## src/rtl/ebr_pkg.sv

```systemverilog
// Shared definitions for the EBR stream reader.
//   state_e          : sequencer states (idle, issuing, draining, completion pulse)
//   FIFO_DEPTH       : output FIFO depth; also the credit limit for outstanding reads
//   LAT_NOREG/OUTREG : EBR read latency for each REGMODE setting
//   regmode_lat()    : maps a REGMODE string to its read latency
package ebr_pkg;

    typedef enum logic [1:0] {
        StIdle,
        StRun,
        StDrain,
        StFin
    } state_e;

    localparam int unsigned FIFO_DEPTH = 4;
    localparam int unsigned LAT_NOREG  = 1;
    localparam int unsigned LAT_OUTREG = 2;

    function automatic int unsigned regmode_lat(input string mode);
        return (mode == "OUTREG") ? LAT_OUTREG : LAT_NOREG;
    endfunction

endpackage

```

## src/rtl/ebr_rd_fifo.sv

```systemverilog
// 4-entry first-word-fallthrough FIFO holding EBR read words plus their last-word tag.
//   clk, rst_n          : clock, asynchronous active-low reset
//   push, push_data,
//   push_last           : write strobe, data word and its last tag
//   pop                 : consume the head entry (ignored when empty)
//   dout, dlast, valid  : head entry, visible straight from the storage registers
//   count               : number of stored entries (0..FIFO_DEPTH)
module ebr_rd_fifo
    import ebr_pkg::*;
#(
    parameter int unsigned DATA_WIDTH = 18
) (
    input  logic                            clk,
    input  logic                            rst_n,
    input  logic                            push,
    input  logic [DATA_WIDTH-1:0]           push_data,
    input  logic                            push_last,
    input  logic                            pop,
    output logic [DATA_WIDTH-1:0]           dout,
    output logic                            dlast,
    output logic                            valid,
    output logic [$clog2(FIFO_DEPTH):0]     count
);

    localparam int unsigned PTR_W = $clog2(FIFO_DEPTH);
    localparam logic [PTR_W:0] FULL = (PTR_W + 1)'(FIFO_DEPTH);

    logic [DATA_WIDTH:0]  mem_q [FIFO_DEPTH];
    logic [PTR_W-1:0]     wr_ptr_q;
    logic [PTR_W-1:0]     rd_ptr_q;
    logic [PTR_W:0]       count_q;
    logic                 do_pop;

    assign do_pop = pop && (count_q != '0);

    always_ff @(posedge clk or negedge rst_n) begin
        if (!rst_n) begin
            for (int unsigned i = 0; i < FIFO_DEPTH; i++) begin
                mem_q[i] <= '0;
            end
            wr_ptr_q <= '0;
            rd_ptr_q <= '0;
            count_q  <= '0;
        end else begin
            if (push) begin
                mem_q[wr_ptr_q] <= {push_last, push_data};
                wr_ptr_q        <= wr_ptr_q + 1'b1;
            end
            if (do_pop) begin
                rd_ptr_q <= rd_ptr_q + 1'b1;
            end
            case ({push, do_pop})
                2'b10:   count_q <= count_q + 1'b1;
                2'b01:   count_q <= count_q - 1'b1;
                default: count_q <= count_q;
            endcase
        end
    end

    assign {dlast, dout} = mem_q[rd_ptr_q];
    assign valid         = (count_q != '0);
    assign count         = count_q;

    // The reader's credit scheme must never let a push land on a full FIFO.
    overflow_a: assert property (@(posedge clk) disable iff (!rst_n)
        !(push && !do_pop && (count_q == FULL)));

endmodule

```

## src/rtl/ebr_stream_reader.sv

```systemverilog
// Read-side sequencer for a single-port EBR: issues LEN consecutive reads from BASE_AD,
// absorbs the fixed read latency and streams the words out on a valid/ready interface.
//   CLK, RST            : clock, asynchronous active-low reset
//   START, BASE_AD, LEN : transfer request and its parameters (captured only in idle)
//   BUSY, DONE          : transfer in progress / one-cycle completion pulse
//   MEM_CE, MEM_WE,
//   MEM_CS, MEM_AD      : EBR control and address
//   MEM_DO              : EBR read data
//   DOUT, DVALID,
//   DREADY, DLAST       : output stream, DLAST marks the final word
module ebr_stream_reader
    import ebr_pkg::*;
#(
    parameter int unsigned DATA_WIDTH = 18,
    parameter int unsigned ADDR_WIDTH = 13,
    parameter string       REGMODE    = "NOREG",
    parameter logic [2:0]  CSDECODE   = 3'b000
) (
    input  logic                    CLK,
    input  logic                    RST,
    input  logic                    START,
    input  logic [ADDR_WIDTH-1:0]   BASE_AD,
    input  logic [ADDR_WIDTH:0]     LEN,
    output logic                    BUSY,
    output logic                    DONE,
    output logic                    MEM_CE,
    output logic                    MEM_WE,
    output logic [2:0]              MEM_CS,
    output logic [ADDR_WIDTH-1:0]   MEM_AD,
    input  logic [DATA_WIDTH-1:0]   MEM_DO,
    output logic [DATA_WIDTH-1:0]   DOUT,
    output logic                    DVALID,
    input  logic                    DREADY,
    output logic                    DLAST
);

    localparam int unsigned LAT   = regmode_lat(REGMODE);
    localparam int unsigned CNT_W = $clog2(FIFO_DEPTH) + 1;

    state_e                 state_q, state_d;
    logic [ADDR_WIDTH-1:0]  addr_q;
    logic [ADDR_WIDTH-1:0]  last_ad_q;
    logic [ADDR_WIDTH:0]    rem_q;
    // One bit per pipeline stage: a read is in flight, and whether it is the final one.
    logic [LAT-1:0]         vld_sr_q;
    logic [LAT-1:0]         tag_sr_q;

    logic [CNT_W-1:0]       fifo_count;
    logic [CNT_W-1:0]       inflight;
    logic                   issue;
    logic                   is_last_issue;
    logic                   capture;
    logic                   fifo_valid;
    logic                   fifo_last;
    logic [DATA_WIDTH-1:0]  fifo_dout;
    logic                   last_hs;

    always_comb begin
        inflight = '0;
        for (int unsigned i = 0; i < LAT; i++) begin
            inflight = inflight + CNT_W'(vld_sr_q[i]);
        end
    end

    // Every issued read is guaranteed a FIFO slot when its data returns.
    assign issue         = (state_q == StRun) &&
                           ((inflight + fifo_count) < CNT_W'(FIFO_DEPTH));
    assign is_last_issue = issue && (rem_q == (ADDR_WIDTH + 1)'(1));
    assign capture       = (state_q == StIdle) && START;
    assign last_hs       = fifo_valid && fifo_last && DREADY;

    always_comb begin
        state_d = state_q;
        unique case (state_q)
            StIdle:  if (START) state_d = (LEN == '0) ? StFin : StRun;
            StRun:   if (is_last_issue) state_d = StDrain;
            StDrain: if (last_hs) state_d = StFin;
            StFin:   state_d = StIdle;
            default: state_d = StIdle;
        endcase
    end

    always_ff @(posedge CLK or negedge RST) begin
        if (!RST) begin
            state_q   <= StIdle;
            addr_q    <= '0;
            last_ad_q <= '0;
            rem_q     <= '0;
            vld_sr_q  <= '0;
            tag_sr_q  <= '0;
        end else begin
            state_q     <= state_d;
            vld_sr_q[0] <= issue;
            tag_sr_q[0] <= is_last_issue;
            for (int unsigned i = 1; i < LAT; i++) begin
                vld_sr_q[i] <= vld_sr_q[i-1];
                tag_sr_q[i] <= tag_sr_q[i-1];
            end
            if (capture) begin
                addr_q <= BASE_AD;
                rem_q  <= LEN;
            end else if (issue) begin
                addr_q    <= addr_q + 1'b1;
                rem_q     <= rem_q - 1'b1;
                last_ad_q <= addr_q;
            end
        end
    end

    ebr_rd_fifo #(
        .DATA_WIDTH (DATA_WIDTH)
    ) u_fifo (
        .clk       (CLK),
        .rst_n     (RST),
        .push      (vld_sr_q[LAT-1]),
        .push_data (MEM_DO),
        .push_last (tag_sr_q[LAT-1]),
        .pop       (DREADY),
        .dout      (fifo_dout),
        .dlast     (fifo_last),
        .valid     (fifo_valid),
        .count     (fifo_count)
    );

    assign BUSY   = (state_q != StIdle);
    assign DONE   = (state_q == StFin);
    assign MEM_CE = issue;
    assign MEM_WE = 1'b0;
    assign MEM_CS = CSDECODE;
    // Address holds the last issued value between issues.
    assign MEM_AD = issue ? addr_q : last_ad_q;
    assign DOUT   = fifo_dout;
    assign DVALID = fifo_valid;
    assign DLAST  = fifo_valid && fifo_last;

endmodule

```

## config.mk

```make
export PLATFORM = sky130hd
export DESIGN_NAME = ebr_stream_reader
export DESIGN_NICKNAME = d
export VERILOG_FILES = /design/src/rtl/ebr_pkg.sv /design/src/rtl/ebr_rd_fifo.sv /design/src/rtl/ebr_stream_reader.sv
export SDC_FILE = /design/constraint.sdc
export NUM_CORES = 1
export LEC_CHECK = 0
export CELL_PAD_IN_SITES_DETAIL_PLACEMENT = 0
export CELL_PAD_IN_SITES_GLOBAL_PLACEMENT = 1
export CORE_MARGIN = 5
export CORE_UTILIZATION = 41
export CTS_CLUSTER_DIAMETER = 40
export DETAILED_ROUTE_END_ITERATION = 6
export PLACE_DENSITY_LB_ADDON = 0.08
export SLEW_MARGIN = 15
export SYNTH_ARGS = -nofsm -noshare
export SYNTH_HDL_FRONTEND = slang
export SYNTH_HIERARCHICAL = 1
export SYNTH_SLANG_ARGS = --single-unit
```

## constraint.sdc

```tcl
create_clock -name CLK -period 2.2 [get_ports CLK]
set_clock_uncertainty 0.2 [all_clocks]
set_input_delay 0.44 -clock CLK [delete_from_list [all_inputs] [get_ports CLK]]
set_output_delay 0.44 -clock CLK [all_outputs]
set_load 0.01 [all_outputs]
```

---- Word level (Yosys, flattened, before mapping) ----
Index checks and enable logic that the tools add are counted.
cells by class
  bitwise logic cells ..................... 2
  $add $sub $neg .......................... 7
  muxes and demuxes ....................... 17
  reductions and logical operators ........ 14
  $lt $le $gt $ge ......................... 4
  eq/ne operators ......................... 9
operators with widths
  cell                     count
  $bwmux W76               1
  $mux W19                 3
  $mux W13                 3
  $bmux W19 S2             1
  $demux W19 S2            1
  $mux W14                 2
  $eq A14 B1 Y1 const B    1
  $logic_not A14 Y1        1
  $sub A14 B1 Y14 const B  1
  $add A13 B1 Y13 const B  1
  $mux W2                  4
  $pmux W2 S4              1
  $logic_and A1 B1 Y1      7
  $eq A2 B2 Y1 const B     3
  $ge A3 B3 Y1 const B     2
  $ne A2 B2 Y1 const B     3
  $not A2 Y3               2
  $pmux W3 S2              1
  $reduce_bool A2 Y1       3
  $add A2 B1 Y2 const B    2
  $eq A2 B1 Y1 const B     2
  $add A1 B3 Y3            1
  $add A3 B1 Y3 const B    1
  $lt A3 B1 Y1 const B     1
  5 further kinds          5
word-level totals
  output and inout bits ................... 40
  input port bits ......................... 49
  logic and storage cells ................. 66
  register bits ........................... 127

---- Longest topological paths before layout ----
Gate-level depths: netlist of the first run.
  depth in word-level cells ............... 8
  gate-level depth with buffers ........... 9
  gate-level depth less buffers ........... 7

---- Modules after synthesis ----
Netlist of the first run, hierarchy kept.
modules (own cells, without submodules)
  module             area an instance (um^2)  sequential area each (um^2)  cells an instance  times used
  ebr_rd_fifo        3927.5                   2077.0                       216                1
  ebr_stream_reader  2444.8                   1101.1                       268                1

---- Worst setup path before layout of the first run ----
OpenSTA, ideal clock, no wires.
  path kind ............................... register to output
  start ................................... register vld_sr_q
  end ..................................... output MEM_AD[5]
  cell stages (with the launch flop) ...... 9
  path slack .............................. -156 ps
  data required time ...................... 1560 ps
  arrival time ............................ 1716 ps
  path buffers ............................ 3
  path through ............................ dfrtp_1 > a31oi_1 > o21ai_4 > inv_1 > buf_2 > buf_2 > buf_2 > nand2_1 > nand2_1
on the way
  longest elaborated chain between the ends .. 4
ends and longest elaborated chain
  what                               line                     source
  from (decl)                        ebr_stream_reader.sv:45  logic [LAT-1:0] vld_sr_q;
  from (signal, indexed assignment)  ebr_stream_reader.sv:96  vld_sr_q[i] <= vld_sr_q[i-1];
  $add A1 B3 Y3                      ebr_stream_reader.sv:67  ((inflight + fifo_count) < CNT_W'(FIFO_DEPTH));
  $lt A3 B3 Y1                       ebr_stream_reader.sv:67
  $logic_and A1 B1 Y1                ebr_stream_reader.sv:66  assign issue = (state_q == StRun) &&
  named net MEM_CE                   ebr_stream_reader.sv:26  output logic MEM_CE,
  $mux W13                           -
  to (decl)                          ebr_stream_reader.sv:29  output logic [ADDR_WIDTH-1:0] MEM_AD,
The timed path passes the listed nets, and every way through them passes these cells.

---- Worst setup path in the final report of the first run ----
  start ................................... register vld_sr_q
  end ..................................... output MEM_AD[1]
on the way
  longest elaborated chain between the ends .. 4
ends and longest elaborated chain
  what                 line
  $add A1 B3 Y3        ebr_stream_reader.sv:67
  $lt A3 B3 Y1         ebr_stream_reader.sv:67
  $logic_and A1 B1 Y1  ebr_stream_reader.sv:66
  $mux W13             -
Every way passes these cells.

==> reports/metrics.csv, run 1 <==
metric;value;unit
path_class;register to output port;
hold_path.class;register to register;
track_usage;17.0;%
slew_violations;0;
dieArea;18100;sq um
drv_cap;0;
drt_iter0_drc;126;
synth-main-ff-cell;dfrtp_1;
crit_fanout;8;
core_area;15200;sq um
fp.dieW;135;um
vias_per_cell;5.10;
grt_pass1_vias;4736;
worst_slew_pin_slew;0.552;ns
setup_ws;-0.289;ns
diodes;0;
insertion_delay;0.41;ns
root_buffer;clkbuf_16;
synthArstFlopShare;100;%
finalCriticalPeriod;2.49;ns
gp_congestion;0.734;
numPortBuffers;84;
yosysSeqAreaShare;49.9;%
numCtsBuffers;17;
end_kind;output port;
htreeDepth;4;
synthDistinctLibCells;46;
dpl_worst_slack;-0.229;ns
hpwlAfterDp;9220;um
critPathArrivalTime;1.85;ns
areaGrowthSynthToFinish;35.3;%
rsz0062_at_grt;true;
drive_gt1_share;41.8;%
synth_edf_count;0;
layout_commonest_cell;dfrtp_1;
clock_sinks;127;
initial_core_util;41.9;%
clk_pin_slew;0.05;ns
antenna_found_initial;0;
hold_violations;0;
wl_per_cell;17.5;um
wirelength;14500;um
max_stage_delay;0.41;ns
violations;setup timing;
post-route-period-util;113;%
num_vias;4215;
power_density;1620;nW/um^2
cts_tree;done;
die_h;135;um
cts_buffer_depth;2;
ir_worst_vdd;732;uV
io_pins;89;
maxSlewHeadroom;63.2;%
setup_violations;44;
fillers;1309;
drtPass1Iterations;4;
hold_slack;0.297;ns
layout_common_cells;126 x dfrtp_1, 47 x mux2_4, 47 x clkdlybuf4s50_1;
netlist_area;6370;sq um
globalRouteOverflowTotal;0;
ys_warn_count;6;
grt_pass1_wl;24300;um
leakage;3.85;nW
start_kind;register;
num-nets-final;691;
drc;0;
slowest_stage;dfrtp_1;
fp-row-count;45;
ant_nets;0;
avgSynthCellArea;13.2;sq um
worstPathRequired;1.56;ns
grt_max_degree;40;
clock.fmax;402;MHz
synth_seq_cells;127;
worstPathCellList;and4_4 -> o21ai_4 -> inv_2 -> buf_12 -> buf_6 -> nand2_2 -> nand2_2 -> buf_6;
syn_inst;484;
status;finished with violations;
synthesized netlist by cell type (2+ instances only):
library cell | instances | area share (%)
clkbuf_1 | 7 | 0.41
buf_2 | 5 | 0.39
nand2_8 | 4 | 1.3
and2_1 | 3 | 0.29
o21ai_0 | 2 | 0.16
a21oi_1 | 27 | 2.1
nand3_1 | 5 | 0.39
a31oi_1 | 3 | 0.29
buf_4 | 4 | 0.47
nor4_1 | 4 | 0.39
xnor2_1 | 12 | 1.6
buf_6 | 3 | 0.53
mux2_4 | 40 | 9.4
nand2_1 | 47 | 2.8
mux4_2 | 15 | 5.3
mux2i_1 | 2 | 0.31
buf_12 | 4 | 1.3
and3_1 | 4 | 0.39
mux4_1 | 4 | 1.6
xor2_1 | 18 | 2.5
mux2_2 | 49 | 8.7
dfrtp_1 | 127 | 50
nand4_1 | 5 | 0.49
nor3_1 | 8 | 0.63
or3_1 | 5 | 0.49
nor2_1 | 33 | 1.9
ha_1 | 13 | 2.6
inv_1 | 12 | 0.71
or4_4 | 2 | 0.35
registers in the layout, summed over array words and instances, names as in the netlist:
| register | flops |
|---|---|
| addr_q | 13 |
| last_ad_q | 13 |
| rem_q | 14 |
| state_q | 2 |
| tag_sr_q | 1 |
| u_fifo/count | 3 |
| u_fifo/mem_q | 76 |
| u_fifo/rd_ptr_q | 2 |
| u_fifo/wr_ptr_q | 2 |
| vld_sr_q | 1 |
what timing repair did:
action / 4_1_cts / 5_1_grt
setup endpoints to repair: 36 / 51
hold endpoints to repair: 34 / 0
cloned: 1 / 2
setup buffers: 16 / 2
hold buffers: 1 / 0
pin swaps: 6 / 11
resized for setup: 192 / 41
logic make-up (layout without fill, tap and decap cells):
group / Yosys count / in the layout / share of synthesized area (%)
buffers and inverters: 35 / 187 / 3.77
adder cells (fa/ha/maj): 14 / 14 / 2.87
multiplexers: 110 / 110 / 25.3
AND/OR/NAND/NOR: 128 / 128 / 10.3
AO/OA/AOI/OAI: 39 / 39 / 3.61
XOR/XNOR: 30 / 30 / 4.12
other: 1 / 4 / 0.0588
flip-flops: 127 / 127 / 49.9
through the flow:
stage	cell area (sq um)	utilization, %	TNS, ns	instances	power, mW
detailed placement	7700	50.6	-3.70	779	10.7
finish	8620	56.7	-6.01	827	14.0
global placement	7700	50.6	-3.54	779	10.5
CTS	8480	55.8	-7.15	826	13.8
global route	8620	56.7	-9.95	827	14.9
floorplan	6400	-	0	487	8.08
cell type report:
class | instances | area (sq um) | share of cell area, %
multi-input combinational | 325 | 3130 | 36.3
inverter | 12 | 47.5 | 0.552
clock buffer | 24 | 482 | 5.59
clock inverter | 6 | 60.1 | 0.697
timing repair buffer | 145 | 1490 | 17.3
sequential | 127 | 3180 | 36.9
tap | 188 | 235 | 2.73
worst paths after layout:
kind | start | end | slack (ns) | cells past startpoint
setup / recovery | vld_sr_q | MEM_AD[1] | -0.29 | 8
hold / removal | u_fifo/mem_q[19] | u_fifo/mem_q[19] | 0.30 | 1
setup reg to reg | vld_sr_q | last_ad_q[4] | -0.03 | 9
hold reg to reg | u_fifo/mem_q[19] | u_fifo/mem_q[19] | 0.30 | 1
min in group asynchronous | RST | u_fifo/mem_q[61] | 0.36 | 2
max in group asynchronous | RST | addr_q[2] | 0.83 | 3
metal layers:
layer	vias up	global-route usage [%]	wire length, um
met5	-	0	0
met4	0	4.98	192
met3	15	4.66	561
met2	79	28.6	7360
met1	2134	21.5	6380
li1	1987	-	-
worst max-delay path: cells and delay by family (launching register included):
kind                   cells  cell delay, ns
buffers and inverters      4            0.49
flip-flops                 1            0.41
AND/OR/NAND/NOR            3            0.34
AO/OA/AOI/OAI              1            0.20
report_power, final:
part           switching [mW]  internal (mW)  leakage (nW)
combinational            2.90           4.21          2.12
clock                   0.968           1.62         0.262
sequential              0.794           3.50          1.47
(Power assumes the default switching activity.)
==> run 2: changes to the inputs <==
CORE_UTILIZATION = 48   (was 41)
CTS_CLUSTER_SIZE = 10   (was unset)
PLACE_DENSITY_LB_ADDON = 0.1   (was 0.08)
clock period = 3.2 ns   (was 2.2 ns; I/O delays follow)
==> run 2 against run 1 <==
Net effect: the flow now finishes without violations; count of clock-buffer cells in the layout up 1; clock power down 31%; register-to-register slack better by 0.83 ns; first-iteration DRC count up 41%; sequential cell count unchanged; sequential share of layout area up 3.1 points; core utilization up 3.9 points; worst setup slack better by 0.40 ns; sequential power down 30%; critical endpoint is now MEM_AD[11]; largest power group unchanged.
==> reports/metrics.csv, run 2 (synthesized netlist as in run 1, its figures left out) <==
metric;value;unit;change
drv_cap;0;;unchanged
wirelength;13000;um;-11%
finalCriticalPeriod;3.09;ns;
layout_common_cells;124 x dfrtp_1, 83 x clkdlybuf4s50_1, 49 x mux2_2;;
grt_pass1_wl;22200;um;-8.6%
crit_fanout;30;;+22
core_area;13100;sq um;-14%
root_buffer;clkbuf_16;;
clk_pin_slew;0.05;ns;about the same
ir_worst_vdd;504;uV;-31%
end_kind;output port;;
io_pins;89;;unchanged
maxSlewHeadroom;55.6;%;-7.6 points
largest-register;u_fifo/mem_q;;
wl_per_cell;17.0;um;-3.3%
hold_violations;0;;unchanged
dpl_worst_slack;0.448;ns;+0.677 ns
num-nets-final;640;;-7.4%
diodes;0;;unchanged
ant_nets;0;;unchanged
drtPass1Iterations;4;;unchanged
hpwlAfterDp;8710;um;-5.5%
grt_max_degree;55;;+38%
antenna_found_initial;0;;unchanged
dpl_cell_area;7360;sq um;-4.3%
drt_iter0_drc;178;;+41%
insertion_delay;0.41;ns;about the same
grt_pass1_vias;4380;;-7.5%
hold_path_depth;1;;unchanged
clock.fmax;324;MHz;
slew_violations;0;;unchanged
vias_per_cell;5.21;;+2.3%
drive_gt1_share;26.8;%;-15 points
fp.dieW;125;um;-7.0%
initial_core_util;48.5;%;+6.6 points
critPathArrivalTime;2.25;ns;+0.40 ns
track_usage;17.6;%;+0.55 points
cts_buffer_depth;2;;unchanged
path_class;register to output port;;
instances_no_fill;765;;-7.5%
rrSetupSlack;0.80;ns;+0.83 ns
setup_violations;0;;-100%
worstReg2RegEnd;last_ad_q[10];;
setup_ws;0.115;ns;+0.403 ns
rr_worst_depth;6;;-3
globalRouteOverflowTotal;0;;unchanged
power_density;1100;nW/um^2;-32%
numCtsBuffers;17;;unchanged
hold_path.startpoint;u_fifo/mem_q[41];;
hold_end;u_fifo/mem_q[41];;
power;8.75;mW;-38%
worst_slew_pin_slew;0.664;ns;+0.112 ns
timing.rr.start;u_fifo/count[2];;
drc;0;;unchanged
die_h;125;um;-7.0%
hold_slack;0.294;ns;-0.00271 ns
reg_top3;u_fifo/mem_q x76, rem_q x14;;
hold_path.class;register to register;;
htreeDepth;4;;unchanged
start_kind;register;;
numPortBuffers;84;;unchanged
fp-row-count;42;;-6.7%
leakage;3.45;nW;-10%
worstPathRequired;2.36;ns;+0.80 ns
fillers;1093;;-17%
status;finished clean;;
layout_commonest_cell;dfrtp_1;;
fin_area;7960;sq um;-7.6%
clock_sinks;127;;unchanged
cts_tree;done;;
cts_setup_buffers;0;;-16
dp_cells;733;;-5.9%
gp_congestion;0.730;;-0.60%
dieArea;15700;sq um;-14%
post-route-period-util;96.4;%;
largest_reg_flops;76;;unchanged
num_vias;3988;;-5.4%
areaGrowthSynthToFinish;25.0;%;
==> run 2: power breakdown <==
part | internal [mW] | total (mW) | switching (mW)
logic | 2.37 | 3.97 | 1.61
registers | 2.41 | 2.99 | 0.576
clock network | 1.14 | 1.78 | 0.644
==> run 2: what timing repair did <==
item,4_1_cts,5_1_grt
gates resized for setup,1,8
endpoints found under the setup margin,1,18
cloned,0,0
hold endpoints to repair,11,0
hold buffers,1,0
==> run 2: metal layers <==
layer  GRT usage (%)  part of all wire [%]  vias up
li1                -                     -     1888
met1            22.6                    45     2026
met2            29.1                    51       64
met3            5.54                   3.8       10
met4            4.46                  0.83        0
met5               0                     0        -
==> run 2: area by class of cell <==
| cell class | count | area [sq um] | share of cell area [%] |
|---|---|---|---|
| clock inverters | 6 | 57.6 | 0.723 |
| multi-input cells | 325 | 2990 | 37.6 |
| repair buffers | 94 | 970 | 12.2 |
| inverters | 12 | 45.0 | 0.566 |
| well taps | 176 | 220 | 2.77 |
| flip-flops and latches | 127 | 3180 | 40.0 |
| clock buffers | 25 | 495 | 6.22 |
==> run 2: stage by stage <==
step            TNS (ns)  util, %
6_report               0     60.6
5_1_grt        -0.000909     60.6
4_1_cts                0     60.4
3_5_place_dp           0     56.1
3_3_place_gp           0     56.1
2_1_floorplan          0        -
==> run 2: worst max-delay path by stage <==
| stage | slack [ns] | end | startpoint | depth (start not counted) |
|---|---|---|---|---|
| after CTS | 0.008 | DOUT[3] | u_fifo/rd_ptr_q[0] | 3 |
| after floorplan | 0.64 | MEM_AD[5] | vld_sr_q | 8 |
| after global placement | 0.48 | DOUT[3] | u_fifo/rd_ptr_q[0] | 3 |
| after global routing | -0.0009 | MEM_AD[2] | u_fifo/count[1] | 7 |
| final | 0.11 | MEM_AD[11] | u_fifo/count[1] | 7 |
| after detailed placement | 0.45 | u_fifo/count[2] | DREADY | 8 |
==> run 2: worst max-delay path, stage by stage (launching register included) <==
cell and delay [ns]:
dfrtp_1 0.44, and4_2 0.32, o21ai_4 0.07, inv_1 0.11, buf_12 0.19, nand2_1 0.07, nand2_1 0.09, clkdlybuf4s50_1 0.54
